<file path="config.mk">
export PLATFORM = sky130hd
export DESIGN_NAME = context_scheduler
export DESIGN_NICKNAME = d
export VERILOG_FILES = /design/src/rtl/context_scheduler.sv
export SDC_FILE = /design/constraint.sdc
export NUM_CORES = 1
export LEC_CHECK = 0
export BUFFER_PORTS_ARGS = -buffer_cell sky130_fd_sc_hd__buf_4
export CORE_MARGIN = 3
export CORE_UTILIZATION = 60
export CTS_CLUSTER_SIZE = 20
export DETAILED_ROUTE_END_ITERATION = 6
export PLACE_DENSITY_LB_ADDON = 0.15
export SYNTH_ARGS = -nofsm -noshare
export SYNTH_HDL_FRONTEND = slang
export SYNTH_SLANG_ARGS = --single-unit
export TNS_END_PERCENT = 1
</file>
<file path="constraint.sdc">
create_clock -name Slow_Clock -period 6.2 [get_ports Slow_Clock]
set_input_delay 0.31 -clock Slow_Clock [delete_from_list [all_inputs] [get_ports Slow_Clock]]
set_output_delay 0.31 -clock Slow_Clock [all_outputs]
set_load 0.01 [all_outputs]
</file>
<file path="src/rtl/context_scheduler.sv">
// Preemptive round-robin context scheduler: saved PCs, time slice and active mask.
// Optional interrupt-to-process-0 preemption is enabled by defining SCHED_IRQ_EN.
module context_scheduler #(
    parameter int NUM_PROCS = 4,
    parameter int PC_WIDTH = 13,
    parameter int BASE_STRIDE = 1024,
    parameter int QUANTUM_W = 16,
    parameter int QUANTUM_RST = 256,
    parameter logic [NUM_PROCS-1:0] INIT_ACTIVE = 'b1,
    localparam int ID_W = $clog2(NUM_PROCS)
) (
    input  logic                 Slow_Clock,
    input  logic                 Reset,
    input  logic                 Enable,
    input  logic                 Change_Context,
    input  logic [ID_W-1:0]      Target_ID,
    input  logic                 Halt,
    input  logic [PC_WIDTH-1:0]  Current_PC_In,
    input  logic [NUM_PROCS-1:0] Proc_Active_Set,
    input  logic                 Quantum_Load,
    input  logic [QUANTUM_W-1:0] Quantum_Value,
`ifdef SCHED_IRQ_EN
    input  logic                 Interrupt,
`endif
    output logic                 Switch,
    output logic [ID_W-1:0]      Next_ID,
    output logic [PC_WIDTH-1:0]  Context_PC,
    output logic [ID_W-1:0]      Proc_ID,
    output logic [NUM_PROCS-1:0] Active_Mask,
    output logic                 All_Halted,
    output logic [QUANTUM_W-1:0] Slice_Count
);
    typedef enum logic {ST_RUN, ST_ALL_HALTED} state_t;

    state_t                 state_q, state_d;
    logic [ID_W-1:0]        proc_id_q, proc_id_d;
    logic [NUM_PROCS-1:0]   mask_q, mask_d;
    logic [QUANTUM_W-1:0]   quantum_q, quantum_d;
    logic [QUANTUM_W-1:0]   slice_q, slice_d;
    logic                   all_halted_q, all_halted_d;
    logic [PC_WIDTH-1:0]    saved_q [NUM_PROCS];
    logic [PC_WIDTH-1:0]    saved_d [NUM_PROCS];

    logic                   rr_found, low_found;
    logic [ID_W-1:0]        rr_id, low_id, idx;
    logic                   sw;
    logic [ID_W-1:0]        nid;

    // Round-robin candidate (first active after current, excluding it) and lowest active ID.
    // Loops run downward so the nearest / lowest match is the last one written.
    always_comb begin
        rr_found  = 1'b0;
        rr_id     = proc_id_q;
        low_found = 1'b0;
        low_id    = '0;
        idx       = '0;
        for (int k = NUM_PROCS - 1; k >= 1; k--) begin
            idx = proc_id_q + ID_W'(k);
            if (mask_q[idx]) begin
                rr_found = 1'b1;
                rr_id    = idx;
            end
        end
        for (int i = NUM_PROCS - 1; i >= 0; i--) begin
            if (mask_q[i]) begin
                low_found = 1'b1;
                low_id    = ID_W'(i);
            end
        end
    end

    always_comb begin
        sw        = 1'b0;
        nid       = rr_id;
        state_d   = state_q;
        mask_d    = mask_q | Proc_Active_Set;
        saved_d   = saved_q;
        quantum_d = quantum_q;
        slice_d   = slice_q;
        case (state_q)
            ST_RUN: begin
                if (Change_Context) begin
                    sw             = 1'b1;
                    nid            = Target_ID;
                    mask_d[Target_ID] = 1'b1;
                end
`ifdef SCHED_IRQ_EN
                else if (Interrupt && proc_id_q != '0) begin
                    sw        = 1'b1;
                    nid       = '0;
                    mask_d[0] = 1'b1;
                end
`endif
                else if (Halt) begin
                    // Halt clear wins over a same-cycle spawn of the running process.
                    mask_d[proc_id_q] = 1'b0;
                    if (rr_found) sw = 1'b1;
                    else          state_d = ST_ALL_HALTED;
                end else if (Enable && slice_q == '0 && rr_found) begin
                    sw = 1'b1;
                end
            end
            ST_ALL_HALTED: begin
`ifdef SCHED_IRQ_EN
                if (Interrupt) mask_d[0] = 1'b1;
`endif
                if (low_found) begin
                    sw      = 1'b1;
                    nid     = low_id;
                    state_d = ST_RUN;
                end
            end
            default: state_d = ST_RUN;
        endcase

        if (sw) begin
            saved_d[proc_id_q] = Current_PC_In;
            slice_d            = quantum_q - 1'b1;
        end else if (state_q == ST_RUN && Enable) begin
            slice_d = (slice_q == '0) ? quantum_q - 1'b1 : slice_q - 1'b1;
        end

        // A new quantum only takes effect at the next reload.
        if (Quantum_Load)
            quantum_d = (Quantum_Value == '0) ? QUANTUM_W'(1) : Quantum_Value;

        proc_id_d    = sw ? nid : proc_id_q;
        all_halted_d = (state_d == ST_ALL_HALTED);
    end

    always_ff @(posedge Slow_Clock or posedge Reset) begin
        if (Reset) begin
            state_q      <= ST_RUN;
            proc_id_q    <= '0;
            mask_q       <= INIT_ACTIVE;
            quantum_q    <= QUANTUM_W'(QUANTUM_RST);
            slice_q      <= QUANTUM_W'(QUANTUM_RST - 1);
            all_halted_q <= 1'b0;
            for (int i = 0; i < NUM_PROCS; i++)
                saved_q[i] <= PC_WIDTH'(i * BASE_STRIDE);
        end else begin
            state_q      <= state_d;
            proc_id_q    <= proc_id_d;
            mask_q       <= mask_d;
            quantum_q    <= quantum_d;
            slice_q      <= slice_d;
            all_halted_q <= all_halted_d;
            saved_q      <= saved_d;
        end
    end

    assign Switch      = sw;
    assign Next_ID     = nid;
    assign Context_PC  = saved_q[nid];
    assign Proc_ID     = proc_id_q;
    assign Active_Mask = mask_q;
    assign All_Halted  = all_halted_q;
    assign Slice_Count = slice_q;
endmodule

</file>
==> reports/results.ini <==
[route]
dr.first_iter.drc_count = 260
detail_route.wl_per_cell_um = 18.27
vias_per_cell = 6.111
first_pass_iters = 5
drc_errors = 0
dr_total_vias = 3966
routed_wl_um = 11860
antenna_left = 0

[cts]
h-tree-depth = 3
cts_hold_buf = 0
cts_tree = yes
cts_resized = 0
cts_buffer_depth = 2
cts_setup_buffers = 0
cts.sinks = 91
clk_pin_slew_worst_paths_ns = 0.11
root_buffer = clkbuf_8
numCtsBuffers = 9
clkLatencyLatePin_ns = 0.38

[pwr]
clkPwrFrac = 0.178
p_seq_frac = 0.440
switching_share = 0.3524
combPwrFrac = 0.382
switching_power_mw = 0.7911
p_leak_nw = 2.621
finalPower_mw = 2.245
p_int_mw = 1.454
p_per_area_nw_per_um2 = 377.9
ir_drop_v = 0.0002464

[timing]
whs_ns = -0.01802
relSlewSlack = 0.3125
fmax_mhz = 237.4
fin_crit_ns = 4.212
final-hold-violation-count = 17
finClkSkew_ns = 0.01677
finalMaxSlewViolations = 0
fin_setup_tns_ns = 0
min_period_over_period = 0.6794
setup-violations-final = 0
setup_ws_ns = 1.988
rsz0062_at_grt = false
worst_slew_pin_slew_ns = 1.031

[synth]
synth_area_sq_um = 5112
yosysSeqAreaShare = 0.4488
synth_edf_count = 0
syn_area_per_cell_sq_um = 10.92
synth-warning-count = 0
synth_top_area_frac = 0.3769
synthArstFlopShare = 1.000
ys_ff_latch = 91
yosys.area.top_type = dfrtp_1
ys_top_cells_by_area = dfrtp_1 (38%), mux2_4 (12%), dfstp_2 (7.2%), nand2_1 (4.0%), mux2_2 (3.7%)
synth_cells = 468
synth_nets = 516
yosysUniqueCellTypes = 60
ys.flop_type = dfrtp_1

[worst_setup_path]
end_kind = primary output
worstReg2RegStart = Proc_ID[0]
worstPathMaxFanout = 28
r2r-end = Proc_ID[1]
endpoint = Context_PC[2]
critPathArrivalTime_ns = 3.90
r2r_slack_ns = 2.78
startpoint = Proc_ID[0]
criticalPathCategory = flip-flop to primary output
cp_data_required_time_ns = 5.89
r2r_cells = 9
cp-start-kind = flip-flop

[layout]
postLayoutCoreUtil = 0.7192
syn2layout_area_growth_pct = 16.18
num-nets-final = 587
fin_cells = 649
regArea_sq_um = 2295
drive_above_1_share = 0.3364
post-route-cell-area_sq_um = 5939
num_antenna_cells = 0
fill_cells = 618
multi_input_area_sq_um = 2644

[outcome]
status = complete, but fails checks
violations = negative hold slack

[place]
port_buffers = 79
placed_area_sq_um = 5743
hpwl_um = 8341
pre_cts_ws_ns = 2.492
placed_cells = 633
gp_congestion = 0.8639

[floorplan]
initial_core_util = 0.6191
rows = 33
ios = 80
core_sq_um = 8258
die_x_um = 98.31
dieArea_sq_um = 9664
fp.dieH_um = 98.31

[grt]
antenna_found_initial = 0
grt_pass1_wl_um = 19360
grt_max_degree = 57
grt-ovfl-total = 0
gr-usage-all-layers = 0.2468
grt_pass1_vias = 3841

[min_path]
hold_class = primary input to asynchronous set/reset pin

[job]
drv_cap = 0

-- logic make-up after synthesis --
| logic type | share of synthesized area |
|---|---|
| AND/OR/NAND/NOR | 0.1351 |
| XOR/XNOR | 0.02227 |
| adder cells (fa/ha/maj) | 0.01713 |
| buffers and inverters | 0.03720 |
| multiplexers | 0.2039 |
| flip-flops | 0.4488 |
| AO/OA/AOI/OAI | 0.1356 |
-- registers in the layout (all words and copies together), names as in the netlist --
| name | flops |
|---|---|
| Proc_ID | 2 |
| Slice_Count | 16 |
| Active_Mask | 4 |
| All_Halted | 1 |
| saved_q | 52 |
| quantum_q | 16 |
-- worst max-delay path, cell delays in order (launching register included) --
cell      delay [ns]
dfrtp_1         0.62
inv_1           0.18
ha_1            0.44
nor2b_1         0.08
o211ai_1        0.22
a21oi_1         0.14
o31ai_4         0.84
inv_2           0.49
nand2_1         0.21
a32oi_1         0.13
buf_4           0.17
-- final cells by class --
cell class | count | share of cell area
clock inverters | 7 | 0.01222
clock buffers | 9 | 0.02086
inverters | 15 | 0.009690
multi-input cells | 340 | 0.4451
well taps | 105 | 0.02212
flip-flops and latches | 91 | 0.3863
repair buffers | 82 | 0.1036
-- cells in the final DEF, fill, tap and decap left out, types with 3 or more instances in the layout --
master and instances:
dfstp_2 14, mux2_4 41, and2_1 3, nand3_1 13, buf_4 82, nor4_1 7
o21ai_0 23, o21ai_1 4, xnor2_1 5, nor3_1 14, a22oi_1 3, or4_1 4
nand2_1 55, ha_1 7, nand4_1 5, dfrtp_1 77, a31oi_1 3, nor2b_1 3
mux2_2 17, a21o_1 3, a32o_1 3, a32oi_1 14, inv_1 13, a22o_1 3
and2_4 4, clkbuf_8 9, or3_1 3, xor2_1 8, mux2_1 12, mux2i_1 10
o31ai_1 3, nor2_1 22, a21oi_1 22
-- layer usage --
layer  up-vias  global-route usage  part of all wire
li1       1853                   -                 -
met1      1971              0.3573              0.45
met2       131              0.3879              0.48
met3        11             0.04714             0.062
met4         0             0.05777            0.0097
met5         -                   0                 0
-- power by group through the flow --
| stage | logic, mW | registers (mW) | clock network (mW) |
|---|---|---|---|
| floorplan | 0.610 | 0.943 | 0 |
| global placement | 0.834 | 0.973 | 0 |
| detailed placement | 0.859 | 0.987 | 0 |
| CTS | 0.863 | 0.982 | 0.404 |
| global route | 0.932 | 1.01 | 0.435 |
| finish | 0.858 | 0.987 | 0.400 |
-- synthesized netlist by cell type, types with 3 or more instances --
cell / n
and2_1: 3
ha_1: 7
mux2_2: 17
or4_1: 4
dfrtp_1: 77
o21ai_0: 23
and2_4: 4
o31ai_1: 3
a32o_1: 3
xor2_1: 8
a21o_1: 3
or3_1: 3
o21ai_1: 4
buf_6: 6
a21oi_1: 22
a32oi_1: 14
nor3_1: 14
inv_1: 14
nor2b_1: 3
xnor2_1: 5
mux2i_1: 10
mux2_1: 12
mux2_4: 41
nand2_1: 55
nor2_1: 22
nand3_1: 13
a22o_1: 3
nor4_1: 7
nand4_1: 5
clkbuf_1: 12
a31oi_1: 3
a22oi_1: 3
dfstp_2: 14
-- worst min path at each step --
stage,from,end,slack (ns),depth (start not counted)
CTS,Reset,saved_q[6],0.007,2
finish,Reset,saved_q[17],-0.02,2
floorplan,Target_ID[1],Active_Mask[0],0.38,1
detailed placement,Reset,saved_q[3],0.41,2
global route,Reset,saved_q[17],0.03,2
global placement,Reset,saved_q[3],0.41,2
Note: power is estimated with default switching activity, not from simulation.
